## src/rtl/pwm_output_stage.sv

```systemverilog
// pwm_output_stage: prescaled 8-bit PWM driving 16 enable/mode-gated pins.
// Optional PWM_PERIOD_PULSE_EN adds a one-clk period_tick after each wrap.
module pwm_output_stage #(
  parameter int unsigned CLK_DIV    = 13,
  parameter int unsigned PERIOD_MAX = 254
) (
  input  logic        clk,
  input  logic        rst,
  input  logic [7:0]  en_reg_out_7_0,
  input  logic [7:0]  en_reg_out_15_8,
  input  logic [7:0]  en_reg_pwm_7_0,
  input  logic [7:0]  en_reg_pwm_15_8,
  input  logic [7:0]  pwm_duty_cycle,
  output logic [15:0] out_pins
`ifdef PWM_PERIOD_PULSE_EN
  ,
  output logic        period_tick
`endif
);

  localparam logic [15:0] DIV_LAST = 16'(CLK_DIV - 1);
  localparam logic [7:0]  CNT_LAST = 8'(PERIOD_MAX);

  logic [15:0] prescaler_q;
  logic [15:0] prescaler_d;
  logic [7:0]  pwm_count_q;
  logic [7:0]  pwm_count_d;
  logic [7:0]  duty_shadow_q;
  logic [7:0]  duty_shadow_d;
  logic        first_q;
  logic        first_d;
  logic [15:0] out_pins_q;
  logic [15:0] out_pins_d;

  logic        tick;
  logic        wrap;
  logic        pwm_lvl;
  logic [15:0] en_out;
  logic [15:0] en_pwm;

  // Prescaler: one tick per CLK_DIV system clocks.
  always_comb begin
    tick        = (prescaler_q == DIV_LAST);
    prescaler_d = tick ? 16'd0 : prescaler_q + 16'd1;
  end

  // Period counter advances on tick and wraps after CNT_LAST.
  always_comb begin
    wrap        = tick && (pwm_count_q >= CNT_LAST);
    pwm_count_d = pwm_count_q;
    if (tick) begin
      pwm_count_d = wrap ? 8'd0 : pwm_count_q + 8'd1;
    end
  end

  // Shadow duty only reloads at period start or right after reset.
  always_comb begin
    duty_shadow_d = duty_shadow_q;
    if (wrap || first_q) begin
      duty_shadow_d = pwm_duty_cycle;
    end
    first_d = 1'b0;
  end

  // Shared PWM level derived from the shadowed duty.
  always_comb begin
    pwm_lvl = 1'b0;
    unique case (1'b1)
      (duty_shadow_q == 8'hFF): pwm_lvl = 1'b1;
      (duty_shadow_q == 8'h00): pwm_lvl = 1'b0;
      default:                  pwm_lvl = (pwm_count_q < duty_shadow_q);
    endcase
  end

  // Per-pin select: off, static high, or PWM.
  always_comb begin
    en_out     = {en_reg_out_15_8, en_reg_out_7_0};
    en_pwm     = {en_reg_pwm_15_8, en_reg_pwm_7_0};
    out_pins_d = en_out & (~en_pwm | {16{pwm_lvl}});
  end

  // State registers with synchronous reset.
  always_ff @(posedge clk) begin
    if (rst) begin
      prescaler_q   <= 16'd0;
      pwm_count_q   <= 8'd0;
      duty_shadow_q <= 8'd0;
      first_q       <= 1'b1;
      out_pins_q    <= 16'd0;
    end else begin
      prescaler_q   <= prescaler_d;
      pwm_count_q   <= pwm_count_d;
      duty_shadow_q <= duty_shadow_d;
      first_q       <= first_d;
      out_pins_q    <= out_pins_d;
    end
  end

  assign out_pins = out_pins_q;

`ifdef PWM_PERIOD_PULSE_EN
  logic period_tick_q;
  logic period_tick_d;

  // Pulse lands on the clk where the counter returns to zero.
  always_comb begin
    period_tick_d = wrap;
  end

  // Registered period pulse.
  always_ff @(posedge clk) begin
    if (rst) begin
      period_tick_q <= 1'b0;
    end else begin
      period_tick_q <= period_tick_d;
    end
  end

  assign period_tick = period_tick_q;
`endif

endmodule

```

## config.mk

```make
export PLATFORM = sky130hd
export DESIGN_NAME = pwm_output_stage
export DESIGN_NICKNAME = d
export VERILOG_FILES = /design/src/rtl/pwm_output_stage.sv
export SDC_FILE = /design/constraint.sdc
export NUM_CORES = 1
export LEC_CHECK = 0
export ABC_AREA = 1
export CAP_MARGIN = 40
export CELL_PAD_IN_SITES_DETAIL_PLACEMENT = 0
export CELL_PAD_IN_SITES_GLOBAL_PLACEMENT = 1
export CORE_UTILIZATION = 38
export DETAILED_ROUTE_END_ITERATION = 10
export PLACE_DENSITY = 0.93
export SYNTH_ARGS = -nofsm -noshare
export SYNTH_HDL_FRONTEND = slang
export SYNTH_SLANG_ARGS = --single-unit
```

## constraint.sdc

```tcl
create_clock -name clk -period 2.3 [get_ports clk]
set_clock_uncertainty 0.05 [all_clocks]
set_input_delay 0.575 -clock clk [delete_from_list [all_inputs] [get_ports clk]]
set_output_delay 0.575 -clock clk [all_outputs]
set_load 0.02 [all_outputs]
```

# == Word-level counts from Yosys, hierarchy flattened ==
# Cells that the tools add are included.
# totals
register_bits,49
output_inout_bits,16
elab_cells,21
# op_classes
n_addsub,2
magnitude_cmp,2
n_eq_ne,2
muxes,3
bitwise_logic,3
n_reduce_logical,4
# op_table
cell,n
$add A16 B1 Y16 const B,1
$and A16 B16 Y16,1
$eq A16 B4 Y1 const B,1
$not A16 Y16,1
$or A16 B16 Y16,1
$add A8 B1 Y8 const B,1
$eq A8 B8 Y1 const B,1
$ge A8 B8 Y1 const B,1
$logic_not A8 Y1,1
$lt A8 B8 Y1,1
$mux W8,1
$pmux W1 S2,1
$reduce_or A2 Y1,1
$logic_and A1 B1 Y1,1
$logic_or A1 B1 Y1,1
$mux W1,1

# == Longest topological paths before layout ==
# logic_depth
ltp_word,4
ltp_mapped,12
depth_no_buf,11

# == Worst setup path before layout ==
# OpenSTA, ideal clock, no wires.
# synth_path
kind,input-to-reg
start,in rst
end,reg prescaler_q[14]
setup_ns,0.122
arrival_ns,1.356
t_required_ns,2.128
path_slack_ns,0.773
stages,5
path_cell_list,clkbuf_1 > clkinv_1 > nand2_2 > buf_4 > a21oi_1
# synth_between
elab_chain_len,1
# synth_lines
element,line,source
start: declaration,8,"input logic rst,"
$reduce_or A2 Y1 (no line),n/a,
end signal: assignment,91,prescaler_q <= prescaler_d;
end: declaration,24,logic [15:0] prescaler_q;
# Every way passes these cells.
# A chain may end at the register's enable or synchronous reset.

# == Worst setup path in the final report ==
# layout_path
start,"reg out_pins_q[14], in the netlist out_pins[14]"
end,out out_pins[14]
# layout_rtl
element,line,source
start: declaration,32,logic [15:0] out_pins_q;
start signal: assignment,95,out_pins_q <= out_pins_d;
end: declaration,14,output logic [15:0] out_pins
# No word-level cell between the ends.

==> metrics.md <==
| Metric | Value |
|---|---|
| Setup Fix Bufs, Post-CTS | 0 |
| Max Slew Vio Count | 0 |
| Gr usage total | 0.165 |
| Final ANT Viol Nets | 0 |
| Clock tree buffer depth | 2 |
| IO Port Bufs | 57 |
| FF-to-FF setup slack | 610 ps |
| CP Capture Type | output pin |
| Tmin final | 1860 ps |
| Register area | 981 µm² |
| Final Routed Wirelength | 5320 µm |
| Syn_area_per_cell | 6.99 µm² |
| Clock root cell | clkbuf_8 |
| Via count | 2364 |
| Outcome | finished, final reports clean |
| Count leader, synth | nand2_1 |
| Worst Tran Pin Value | 501 ps |
| Power per cell area | 570 nW/µm² |
| Count of cell types in the netlist | 32 |
| Slew HR | 0.666 |
| Post-DP HPWL | 3910 µm |
| Mapped cell area | 2560 µm² |
| Hold Fails Final Rpt | 0 |
| Proportion of layout cells with a drive suffix above 1 | 0.0731 |
| Initial antenna violation count | 0 |
| Chip height | 84.1 µm |
| Synth top area cells | dfxtp_1 38%, nand2_1 10%, inv_1 9.2%, nor2_1 7.3%, nand3_1 6.8% |
| Wirelength per Cell | 10.6 µm |
| Post-route cell area | 3320 µm² |
| Hold Crit Class | flip-flop to flip-flop |
| Post_cts resized | 0 |
| Num ports | 58 |
| Clk_lat worst skew | 300 ps |
| CTS tree | done |
| Most area-hungry cell type in the Yosys netlist | dfxtp_1 |
| CTS sink cnt | 49 |
| Peak supply drop | 0.375 mV |
| Power Total | 1.89 mW |
| Die W | 84.1 µm |
| Asr flop ratio synth | 0 |
| Buf+Inv Stages, Crit Path | 1 |
| Post-layout net count | 476 |
| Post-Place Cells | 493 |
| Post-synth EDFFs | 0 |
| Synth warnings | 0 |
| Final number of setup-violating endpoints | 0 |
| Post-Layout Cell Count | 501 |
| Lkg Pwr | 1.50 nW |
| Clock slew at reported path FFs | 90 ps |
| Hold WS | 438 ps |
| Fin crit share | 0.808 |
| RSZ-0062 raised after global routing | no |
| Residual DRC | 0 |
| CP max FO | 1 |
| Area of the core | 6420 µm² |
| Vias per cell | 4.72 |
| FF+latch count, synth | 49 |
| First-pass GRT wire length | 9510 µm |
| Highest-delay cell along the critical path | clkdlybuf4s50_1 |
| Htree depth | 2 |
| Global route overflow | 0 |
| FP Rows | 29 |
| Initial DRC count | 121 |
| Yosys top cell area share | 0.383 |
| Pin count of the biggest net entering global routing | 26 |
| First-pass detailed-route iteration total | 4 |
| Fmax | 538 MHz |
| Crit path cell chain | clkdlybuf4s50_1 |
| Synth cell count leaders | 68 x nand2_1, 63 x inv_1, 50 x nor2_1 |
| Placed cell areas | 3180 µm² |
| Final RePlAce weighted congestion | 0.759 |
| Vias in the first global route | 2246 |
| Syn nets | 419 |
| Initial Util | 0.398 |
| MaxCap Viol Count | 0 |
| Total Die Area | 7070 µm² |
| Critical Path RT | 1670 ps |
| P&R area growth vs syn | 29.6% |
| Top delay family on crit path | buffers and inverters |
| Antenna cells | 0 |
| Post-synthesis sequential area ratio | 0.383 |
| Fillcell total | 660 |
| Ys flop type | dfxtp_1 |
| Final TNS setup | 0 ps |
| WP data arrival | 1230 ps |
| Num CTS Buffers | 5 |
| Setup CP Type | flip-flop to output pin |
| Mapped Cells | 366 |
| Critical Path Start Type | flip-flop |
| CTS Hold Buffers Added | 0 |
| Area of the multi-input gates | 1260 µm² |
| Max incr delay on CP | 610 ps |
-- registers in the layout (all words and copies together), names as in the netlist --
| signal | count |
|---|---|
| out_pins | 16 |
| pwm_count_q | 8 |
| prescaler_q | 16 |
| duty_shadow_q | 8 |
| first_q | 1 |
-- per-stage QoR --
stage,worst slack [ps],utilization
2_1_floorplan,773,-
3_3_place_gp,250,0.495
3_5_place_dp,262,0.495
4_1_cts,424,0.516
5_1_grt,381,0.516
6_report,442,0.516
-- power breakdown --
group / internal (mW) / total, mW / switching [mW]
combinational: 0.138 / 0.266 / 0.128
clock: 0.432 / 0.726 / 0.294
sequential: 0.883 / 0.899 / 0.0166
total: 1.45 / 1.89 / 0.438
-- cells in the final DEF, fill, tap and decap left out, drive strengths merged --
| cell | count |
|---|---|
| nor3 | 8 |
| clkbuf | 5 |
| a21oi | 25 |
| nor2 | 55 |
| nand3b | 4 |
| buf | 1 |
| inv | 69 |
| clkinv | 2 |
| o21ai | 4 |
| or2 | 2 |
| nand4 | 8 |
| dfxtp | 49 |
| o21bai | 1 |
| nand3 | 39 |
| nor3b | 1 |
| clkdlybuf4s50 | 57 |
| bufinv | 2 |
| ha | 11 |
| nand2 | 72 |
| xor2 | 5 |
| xnor2 | 3 |
| a31oi | 1 |
-- worst paths after layout --
check / cells past startpoint / from / end
setup / recovery: 1 / out_pins[14] / out_pins[14]
hold / removal: 2 / prescaler_q[15] / prescaler_q[15]
hold reg to reg: 2 / prescaler_q[15] / prescaler_q[15]
setup reg to reg: 8 / pwm_count_q[5] / out_pins[6]
-- final cells by class --
cell class	count	share of cell area
Clock buffer	5	0.0208
Clock inverter	3	0.0196
Inverter	70	0.0792
Multi-Input combinational cell	239	0.381
Sequential cell	49	0.296
Tap cell	77	0.0291
Timing Repair Buffer	58	0.174
-- cells by family after synthesis --
family          Yosys count  synth area share
fa+ha+maj                11            0.0538
xor+xnor                  8            0.0274
buf+inv                  78             0.123
compound gates           31            0.0636
simple gates            189             0.349
flops                    49             0.383
-- per-layer routing --
metal | routed length [µm] | vias up | share of wire | GRT usage
li1 | - | 1250 | - | -
met1 | 2470 | 1058 | 0.46 | 0.198
met2 | 2500 | 50 | 0.47 | 0.285
met3 | 290 | 6 | 0.055 | 0.0455
met4 | 59 | 0 | 0.011 | 0.0517
met5 | 0 | - | 0 | 0
No activity file was read; power rests on OpenSTA's default activity.
